## config.mk

```make
export PLATFORM = sky130hd
export DESIGN_NAME = adder_arbiter
export DESIGN_NICKNAME = d
export VERILOG_FILES = /design/src/rtl/adder_arbiter.sv
export SDC_FILE = /design/constraint.sdc
export NUM_CORES = 1
export LEC_CHECK = 0
export ABC_AREA = 0
export CAP_MARGIN = 20
export CORE_MARGIN = 1
export CORE_UTILIZATION = 50
export DETAILED_ROUTE_END_ITERATION = 10
export PLACE_DENSITY = 0.93
export SLEW_MARGIN = 20
export SYNTH_ARGS = -nofsm -noshare
export SYNTH_HDL_FRONTEND = slang
export SYNTH_SLANG_ARGS = --single-unit
```

## constraint.sdc

```tcl
create_clock -name clk -period 3.93 [get_ports clk]
set_input_delay 0.5895 -clock clk [delete_from_list [all_inputs] [get_ports clk]]
set_output_delay 0.5895 -clock clk [all_outputs]
set_load 0.05 [all_outputs]
```

## src/rtl/adder_arbiter.sv

```systemverilog
// rtl/adder_arbiter.sv - two-requester arbitrated 8-bit adder with a fixed EXEC latency.
// Define ADDER_ARB_FIXED_PRIO_EN for fixed priority (requester 0 wins ties); default is round-robin.
module adder_arbiter #(
  parameter int ADD_LATENCY = 2
) (
  input  logic       clk,
  input  logic       n_rst,
  input  logic       req0,
  input  logic       req1,
  input  logic [7:0] a0,
  input  logic [7:0] b0,
  input  logic       cin0,
  input  logic [7:0] a1,
  input  logic [7:0] b1,
  input  logic       cin1,
  output logic       grant0,
  output logic       grant1,
  output logic       busy,
  output logic       result_valid,
  output logic       result_owner,
  output logic [7:0] sum,
  output logic       overflow
);

  typedef enum logic [1:0] {IDLE, EXEC, DONE} state_t;

  state_t      state_q, state_d;
  logic [3:0]  cnt_q, cnt_d;
  logic [7:0]  a_q, a_d;
  logic [7:0]  b_q, b_d;
  logic        cin_q, cin_d;
  logic        op_owner_q, op_owner_d;
  logic        grant0_q, grant0_d;
  logic        grant1_q, grant1_d;
  logic        result_valid_q, result_valid_d;
  logic        result_owner_q, result_owner_d;
  logic [7:0]  sum_q, sum_d;
  logic        overflow_q, overflow_d;
  logic        any_req;
  logic        winner;
  logic [8:0]  full_sum;

`ifdef ADDER_ARB_FIXED_PRIO_EN
  assign winner = ~req0;
`else
  logic last_q, last_d;

  // On a tie the requester not granted last wins; last_q resets to 1 so requester 0 wins first.
  assign winner = (req0 && req1) ? ~last_q : req1;

  always_comb begin
    last_d = last_q;
    if (state_q == IDLE && any_req) last_d = winner;
  end

  always_ff @(posedge clk) begin
    if (!n_rst) last_q <= 1'b1;
    else        last_q <= last_d;
  end
`endif

  assign any_req  = req0 | req1;
  assign full_sum = {1'b0, a_q} + {1'b0, b_q} + {8'b0, cin_q};

  always_ff @(posedge clk) begin
    if (!n_rst) begin
      state_q        <= IDLE;
      cnt_q          <= 4'd0;
      a_q            <= 8'd0;
      b_q            <= 8'd0;
      cin_q          <= 1'b0;
      op_owner_q     <= 1'b0;
      grant0_q       <= 1'b0;
      grant1_q       <= 1'b0;
      result_valid_q <= 1'b0;
      result_owner_q <= 1'b0;
      sum_q          <= 8'd0;
      overflow_q     <= 1'b0;
    end else begin
      state_q        <= state_d;
      cnt_q          <= cnt_d;
      a_q            <= a_d;
      b_q            <= b_d;
      cin_q          <= cin_d;
      op_owner_q     <= op_owner_d;
      grant0_q       <= grant0_d;
      grant1_q       <= grant1_d;
      result_valid_q <= result_valid_d;
      result_owner_q <= result_owner_d;
      sum_q          <= sum_d;
      overflow_q     <= overflow_d;
    end
  end

  always_comb begin
    state_d = state_q;
    case (state_q)
      IDLE:    if (any_req) state_d = EXEC;
      EXEC:    if (cnt_q == 4'd1) state_d = DONE;
      DONE:    state_d = IDLE;
      default: state_d = IDLE;
    endcase
  end

  always_comb begin
    cnt_d          = cnt_q;
    a_d            = a_q;
    b_d            = b_q;
    cin_d          = cin_q;
    op_owner_d     = op_owner_q;
    grant0_d       = 1'b0;
    grant1_d       = 1'b0;
    result_valid_d = 1'b0;
    result_owner_d = result_owner_q;
    sum_d          = sum_q;
    overflow_d     = overflow_q;
    case (state_q)
      IDLE: begin
        if (any_req) begin
          a_d        = winner ? a1 : a0;
          b_d        = winner ? b1 : b0;
          cin_d      = winner ? cin1 : cin0;
          op_owner_d = winner;
          grant0_d   = ~winner;
          grant1_d   = winner;
          cnt_d      = 4'(ADD_LATENCY);
        end
      end
      EXEC: begin
        cnt_d = cnt_q - 4'd1;
        if (cnt_q == 4'd1) begin
          sum_d          = full_sum[7:0];
          overflow_d     = full_sum[8];
          result_owner_d = op_owner_q;
          result_valid_d = 1'b1;
        end
      end
      default: ;
    endcase
  end

  assign grant0       = grant0_q;
  assign grant1       = grant1_q;
  assign busy         = (state_q != IDLE);
  assign result_valid = result_valid_q;
  assign result_owner = result_owner_q;
  assign sum          = sum_q;
  assign overflow     = overflow_q;

endmodule

```

# == Word level (Yosys, flattened, before mapping) ==
# Cells that the tools add are included.
# classes
eq_ne,4
bitwise,3
n_reduce_logical,11
addsub,3
muxes,10
# ops
op,count
$mux W8,2
$reduce_and A2 Y1,5
$add A8 B8 Y9,1
$add A9 B1 Y9,1
$pmux W4 S2,1
$eq A4 B1 Y1 const B,1
$mux W2,2
$mux W4,1
$ne A2 B2 Y1 const B,2
$pmux W2 S2,1
$reduce_bool A2 Y1,2
$sub A4 B1 Y4 const B,1
$mux W1,3
$reduce_and A3 Y1,1
$eq A2 B1 Y1 const B,1
$logic_and A1 B1 Y1,2
$logic_not A2 Y1,1
$not A1 Y1,2
$or A1 B1 Y1,1
# word_totals
input_bits,38
regBits,38
out_inout_bits,14

# == Depth between registers and ports, before layout ==
# Gate-level depths: netlist (run 1).
# depth
depth_word,3
ltp_mapped,7
ltp_nobuf,6

# == Worst setup path before layout (run 1) ==
# OpenSTA, ideal clock, no wires.
# synth_path
path_kind,reg-to-reg
from,reg a_q[0]
to,reg overflow_q (netlist: overflow)
setup_time_ns,0.132
required_time_ns,3.798
slack_ns,1.888
stages_incl_launch_ff,7
t_arrival_ns,1.910
path_cell_list,dfxtp_1 -> fa_1 -> fa_1 -> a211oi_1 -> o21ai_0 -> o221ai_1 -> a21oi_1
# synth_via
elab_chain_cells,2
# synth_lines
element,line_no,text
from (decl),29,"logic [7:0] a_q, a_d;"
from (signal assigned),69,a_q <= 8'd0;
from (signal assigned),82,a_q <= a_d;
$add A8 B8 Y9,63,"assign full_sum = {1'b0, a_q} + {1'b0, b_q} + {8'b0, cin_q};"
$add A9 B1 Y9,63,
to (signal assigned),91,overflow_q <= overflow_d;
to (decl),38,"logic overflow_q, overflow_d;"
# No other way between the ends.
# A chain may end at the register's enable or synchronous reset.

# == Worst setup path in the final report (run 1) ==
# layout_path
from,reg state_q[1]
to,out busy
# layout_via
elab_chain_cells,1
# layout_lines
element,line_no,text
from (decl),27,"state_t state_q, state_d;"
from (signal assigned),80,state_q <= state_d;
$reduce_bool A2 Y1,144,assign busy = (state_q != IDLE);
to (decl),18,"output logic busy,"
# No other way between the ends.

==> impl_results.md, run 1 <==
* Clock root buffer: clkbuf_8
* Flip-flop and latch count after synthesis at 38
* Worst clock skew at around 0.0025 ns
* Wirelength per Cell at 12.6 um
* DRT iter0 DRCs at 87
* Mapped Nets at roughly 260
* Power share of the clock group at a little over a quarter
* Peak VDD IR at 0.249 mV
* Critical-path cell list: or2_1 > clkdlybuf4s50_1
* Net Sw Frac at 29.5%
* Hold buffer count at cts at 0
* Logic pwr share at a little over a quarter
* Seq/Total Area, Yosys at 40.2%
* Pin count of the biggest net entering global routing at 37
* First-pass GRT wire length at 6570 um
* Critical path startpoint category: flop
* Routed vias/inst at ~5.4
* Met1 usage at approximately 28%
* Switch Pwr at about 0.28 mW
* CP max stage delay at about 0.84 ns
* Area occupied by multi-input gates at between 1000 and 1500 um^2
* Synth Area per Inst at 9.11 um^2
* Die height at 63.6 um
* R2R Setup Slk at 1.68 ns
* Setup bufs post-CTS at 0
* Pwr Total at roughly 0.96 mW
* Total area of sequential cells at 761 um^2
* Fin. Hold Viols at 0
* Top FF cell, synth: dfxtp_1
* Ys Warns at 0
* Final period util at between 50% and 60%
* PD cells at 382 nW/um^2
* Io pins at 52
* Max clock buf depth at 2
* Vias at about 1600
* Worst EP arrival at about 1.7 ns
* Post-cts sizing count at 0
* Antenna-violating nets left at 0
* Post-synth EDFFs at 0
* Starting Density at between 50% and 60%
* Initial antenna violation count at 0
* CTS HTree Levels at 2
* Final Max Slew Viols at 0
* GRT busiest layer: met2
* Total Wirelength at 3790 um
* Worst Hold Class: flop to flop
* Vias in the first global route at approximately 1500
* Clk_lat worst skew at just under 0.3 ns
* Reg clk slew, reported paths at approximately 0.07 ns
* P_int at around 0.67 mW
* Final setup viols at 0
* Fillers at roughly 280
* Final Wtd Congestion at 0.826
* Fin nets at slightly above 300
* Final hold slack at between 0.4 and 0.5 ns
* Slowest cell on crit path: clkdlybuf4s50_1
* Worst setup EP type: output pin
* Pre-antenna DRT Iters at 4
* Worst Path Class, Setup: flop to output pin
* GR Overflow Total at 0
* Clk sinks at 38
* Port Buffer Count at just over 50
* Fin Setup TNS at 0 ns
* Yosys cell types at 38
* DP Cell Count at roughly 300
* Met3 Usage GRT at 3.99%
* Synth Cell Area at about 1900 um^2
* Final cell count without fillers at roughly 300
* N_diodes at 0
* Layout area overhead at 32.1%
* Relative slew margins at 52.6%
* CTS tree: built
* Min Tclk post-route at between 2 and 2.5 ns
* GR Util met2 at around a third
* Width of the chip at around 64 um
* Site row count at 21
* Hold_sp: sum[3]
* Req. time, crit path at approximately 3.3 ns
* Reg power frac at roughly 46%
* DP Wirelength at 2830 um
* Residual DRC count at 0
* Overall routing resource usage at between 20% and 30%
* RR Startpoint: a_q[0]
* Slew @ Worst Pin at around 0.7 ns
* RSZ-0062 raised after global routing: false
* Num CTS Buffers at 5
* Fmax at about 440 MHz
* Worst-path fanout max at 4
* Die area at 4040 um^2
* Fraction of layout cells with a size suffix above 1 at 6.27%
* Status: finished clean
* Leakage at 0.982 nW
* Mapped Cells at about 210
* Crit path launch: state_q[1]
* Core box area at ~3500 um^2
* Fraction of registers with async set/reset at 0%
* Maximum Capacitance Violations at 0
==> worst paths after layout <==
| check | endpoint | depth (start not counted) |
|---|---|---|
| max reg2reg | overflow | 6 |
| min reg2reg | sum[3] | 2 |
| max | busy | 2 |
| min | sum[3] | 2 |
==> placed cells by master (no fill, tap or decap), types with 2 or more instances in the layout <==
cell / n
a211o_1: 2
a211oi_1: 21
a21o_1: 2
a21oi_1: 12
buf_4: 2
clkbuf_8: 6
clkdlybuf4s50_1: 51
dfxtp_1: 38
fa_1: 2
ha_1: 9
inv_1: 3
mux2i_1: 17
nand2_1: 15
nand2b_1: 3
nand3_1: 6
nor2_1: 33
nor3_1: 2
o211ai_1: 3
o21a_1: 5
o21ai_0: 3
or2_2: 3
==> power groups by stage <==
stage | Sequential (mW) | Clock [mW] | Combinational, mW
after global placement | 0.447 | 0 | 0.247
after floorplan | 0.457 | 0 | 0.165
after CTS | 0.440 | 0.262 | 0.254
after global routing | 0.444 | 0.278 | 0.285
after detailed placement | 0.449 | 0 | 0.250
final | 0.440 | 0.261 | 0.254
==> synth_stat cells (2+ instances only) <==
cell	instances	area (um^2)
o21a_1	5	37.5
fa_1	2	40.0
clkbuf_1	4	15.0
buf_2	4	20.0
nor2_1	33	124
o21ai_0	3	15.0
nand2_1	15	56.3
inv_1	3	11.3
a21oi_1	12	60.1
dfxtp_1	38	761
ha_1	9	113
a211oi_1	21	158
nand3_1	6	30.0
nand2b_1	3	18.8
or2_2	3	18.8
o211ai_1	3	22.5
mux2i_1	17	170
a21boi_0	2	15.0
a211o_1	2	17.5
nor3_1	2	10.0
a21o_1	2	15.0
buf_4	3	22.5
==> critical path: cells and delay by family (launching register included) <==
family / cells / cell delay (ns)
simple gates: 1 / 0.21
flops: 1 / 0.34
buf+inv: 1 / 0.84
==> layout make-up <==
type | instances | share of cell area [%]
Multi-Input combinational cell | 155 | 42.5
Sequential cell | 38 | 30.4
Timing Repair Buffer | 53 | 21.0
Clock buffer | 6 | 3.30
Tap cell | 46 | 2.30
Inverter | 3 | 0.450
==> kinds of logic after synthesis <==
kind of cell	count (synthesis)	synth area share, %
flops	38	40.2
buf+inv	15	3.83
fa+ha+maj	11	8.06
xor+xnor	1	0.462
mux	17	8.98
simple gates	69	16.9
compound gates	57	21.6
==> layer usage <==
metal | up-vias | share of wire (%)
li1 | 846 | -
met1 | 713 | 47
met2 | 60 | 45
met3 | 8 | 5.7
met4 | 0 | 2.4
met5 | - | 0
==> per-stage QoR <==
step | utilization, % | cell area, um^2 | worst slack, ns
floorplan | - | 1890 | 1.89
global placement | 69.8 | 2420 | 1.65
detailed placement | 69.8 | 2420 | 1.61
CTS | 72.2 | 2500 | 1.65
global route | 72.2 | 2500 | 1.55
finish | 72.2 | 2500 | 1.65
==> state kept, by name, indices dropped and copies added (netlist names) <==
name	cells
a_q	8
b_q	8
sum	8
cnt_q	4
state_q	2
cin_q	1
grant0	1
grant1	1
last_q	1
op_owner_q	1
overflow	1
result_owner	1
result_valid	1
Power figures use the tool's default switching activity.
==> inputs of run 2 (changes only) <==
CORE_UTILIZATION = 43   (was 50)
PLACE_DENSITY = 0.86   (was 0.93)
clock period = 2 ns   (was 3.93 ns; I/O delays follow)
==> impl_results.md, run 2 (synthesis gave the netlist of run 1 again) <==
* Worst Hold Class: flop to flop (unchanged)
* Wirelength per Cell at 13.3 um (was 12.6 um)
* Critical path startpoint category: flop (unchanged)
* Residual DRC count at 0 (unchanged)
* Status: finished clean (unchanged)
* Fraction of layout cells with a size suffix above 1 at 10.7% (was 6.27%)
* PD cells at 747 nW/um^2 (was 382 nW/um^2)
* Final period util at slightly below 100%
* Worst setup EP type: flop (was output pin)
* GRT busiest layer: met2 (unchanged)
* Site row count at 23 (was 21)
* GR Overflow Total at 0 (unchanged)
* Antenna-violating nets left at 0 (unchanged)
* Slew @ Worst Pin at 0.494 ns (was 0.710 ns)
* Clock root buffer: clkbuf_8 (unchanged)
* DP Wirelength at 3030 um (was 2830 um)
* Fmax at a little over 500 MHz
* Core box area at 4120 um^2 (was 3470 um^2)
* Leakage at 1.02 nW (was 0.982 nW)
* Fin nets at 310 (was 305)
* Initial antenna violation count at 0 (unchanged)
* Met1 usage at 26.1% (was 27.6%)
* RR Startpoint: cin_q (was a_q[0])
* Relative slew margins at 66.9% (was 52.6%)
* CTS tree: built (unchanged)
* Clk_lat worst skew at 0.29 ns (about the same)
* Pin count of the biggest net entering global routing at 37 (unchanged)
* Worst r2r path cells at 6 (unchanged)
* R2R Setup Slk at 0.05 ns (was 1.68 ns)
* Critical-path cell list: fa_2 > fa_2 > a211oi_4 > o21ai_2 > o221ai_2 > a21oi_1 (was or2_1 > clkdlybuf4s50_1)
* Vias at 1678 (was 1627)
* Maximum Capacitance Violations at 0 (unchanged)
* Final hold slack at 0.457 ns (was 0.451 ns)
* Net Sw Frac at 30.0% (was 29.5%)
* DP Cell Count at 304 (was 295)
* Final cell count without fillers at 312 (was 301)
* Power share of the clock group at 27.5% (was 27.3%)
* Total Wirelength at 4140 um (was 3790 um)
* Commonest non-fill, non-tap cell in the layout: clkdlybuf4s50_1 (unchanged)
* Final Max Slew Viols at 0 (unchanged)
* Num CTS Buffers at 5 (unchanged)
* CP max stage delay at 0.42 ns (was 0.84 ns)
* Final Wtd Congestion at 0.780 (was 0.826)
* DRT iter0 DRCs at 103 (was 87)
* GR Util met2 at 31.6% (was 31.9%)
* Setup bufs post-CTS at 0 (unchanged)
* Min Tclk post-route at ~2.0 ns
* Io pins at 52 (unchanged)
* Die height at 68.4 um (was 63.6 um)
* Hold_sp: result_owner (was sum[3])
* Fin Setup TNS at 0 ns (unchanged)
* Starting Density at 46.0% (was 54.6%)
* Clk sinks at 38 (unchanged)
* Vias in the first global route at 1600 (was 1506)
* Worst Path Class, Setup: flop to flop (was flop to output pin)
* Fin. Hold Viols at 0 (unchanged)
* Reg clk slew, reported paths at 0.07 ns (about the same)
* Pwr Total at 1.94 mW (was 0.955 mW)
* Slowest cell on crit path: fa_2 (was clkdlybuf4s50_1)
* Hold endpoint: result_owner (was sum[3])
* Width of the chip at 68.4 um (was 63.6 um)
* Final core utilization at 63.3% (was 72.2%)
* Switch Pwr at 0.584 mW (was 0.282 mW)
* Delay-heaviest family, CP: adder cells (was buffers and inverters)
* Met3 Usage GRT at 6.83% (was 3.99%)
* Die area at 4680 um^2 (was 4040 um^2)
* Cell mode on critical path: fa_2
* Layout area overhead at 37.5% (was 32.1%)
* Logic pwr share at 27.9% (was 26.6%)
* Worst path buffer plus inverter count at 0 (was 1)
* Worst-path fanout max at 3 (was 4)
* Worst EP arrival at 2.13 ns (was 1.69 ns)
* Port Buffer Count at 51 (unchanged)
* Routed vias/inst at 5.38 (was 5.41)
* CTS HTree Levels at 2 (unchanged)
* Req. time, crit path at 2.18 ns (was 3.34 ns)
* Final setup viols at 0 (unchanged)
* Hold path depth at 2 (unchanged)
* First-pass GRT wire length at 7000 um (was 6570 um)
* Worst clock skew at 0.00624 ns (was 0.00251 ns)
* P_int at 1.36 mW (was 0.673 mW)
* Peak VDD IR at 0.382 mV (was 0.249 mV)
* Max clock buf depth at 2 (unchanged)
* Hold buffer count at cts at 0 (unchanged)
* Reg2reg end: overflow (unchanged)
* Most frequent cells in the layout: clkdlybuf4s50_1 (50), dfxtp_1 (38), nor2_1 (33) (was clkdlybuf4s50_1 (51), dfxtp_1 (38), nor2_1 (33))
* Pre-antenna DRT Iters at 4 (unchanged)
* Reg power frac at 44.6% (was 46.0%)
* N_diodes at 0 (unchanged)
* Overall routing resource usage at 20.3% (was 20.8%)
-- run 2: changes by cell type in the layout (fill, tap and decap cells not counted) --
cell | before | now
a211oi_1 | 21 | 20
a211oi_4 | 0 | 1
buf_12 | 0 | 2
buf_4 | 2 | 6
clkbuf_1 | 0 | 1
clkdlybuf4s50_1 | 51 | 50
clkinv_2 | 0 | 1
fa_1 | 2 | 0
fa_2 | 0 | 2
o21ai_0 | 3 | 2
o21ai_2 | 0 | 1
o221ai_1 | 1 | 0
o221ai_2 | 0 | 1
-- run 2: layer usage --
metal  wire [um]  share of wire (%)
met5           0                  0
met1        1980                 48
met2        1900                 46
met4          19               0.46
met3         241                5.8
-- run 2: area by class of cell --
cell class,instances,area [um^2]
clock inverter,1,5.00
multi-input combinational,155,1090
inverter,3,11.3
timing repair buffer,58,586
tap,50,62.6
clock buffer,7,86.3
fill,350,1510
sequential,38,761
-- run 2: worst max-delay path by stage --
stage	startpoint	end	slack [ns]	depth (start not counted)
CTS	a_q[0]	overflow	0.02	6
finish	cin_q	overflow	0.05	6
floorplan	a_q[0]	overflow	0.04	6
global route	cin_q	sum[6]	-0.04	6
global placement	a_q[0]	overflow	0.008	6
detailed placement	a_q[0]	overflow	-0.06	6
-- run 2: repair_timing --
action                                  in CTS  in global routing
endpoints found under the setup margin       3                  3
gates resized for setup                      1                  4
pin swaps                                    1                  5
-- run 2: metrics by stage --
stage | cell area [um^2] | setup slack (ns)
after global routing | 2600 | -0.0364
after global placement | 2490 | 0.00843
after floorplan | 1900 | 0.0357
after detailed placement | 2490 | -0.0634
after CTS | 2580 | 0.0238
final | 2600 | 0.0464
-- run 2: worst register-to-register path: stages (launching register included) --
cell and delay (ns):
dfxtp_1 0.34, fa_2 0.42, fa_2 0.42, a211oi_4 0.31, o21ai_2 0.11, o221ai_2 0.16
a21oi_1 0.08
-- run 2: power by group through the flow --
| stage | Clock, mW | Sequential [mW] | Combinational (mW) |
|---|---|---|---|
| after floorplan | 0 | 0.898 | 0.328 |
| after global placement | 0 | 0.879 | 0.512 |
| after detailed placement | 0 | 0.883 | 0.523 |
| after CTS | 0.544 | 0.866 | 0.527 |
| after global routing | 0.579 | 0.873 | 0.605 |
| final | 0.535 | 0.866 | 0.542 |
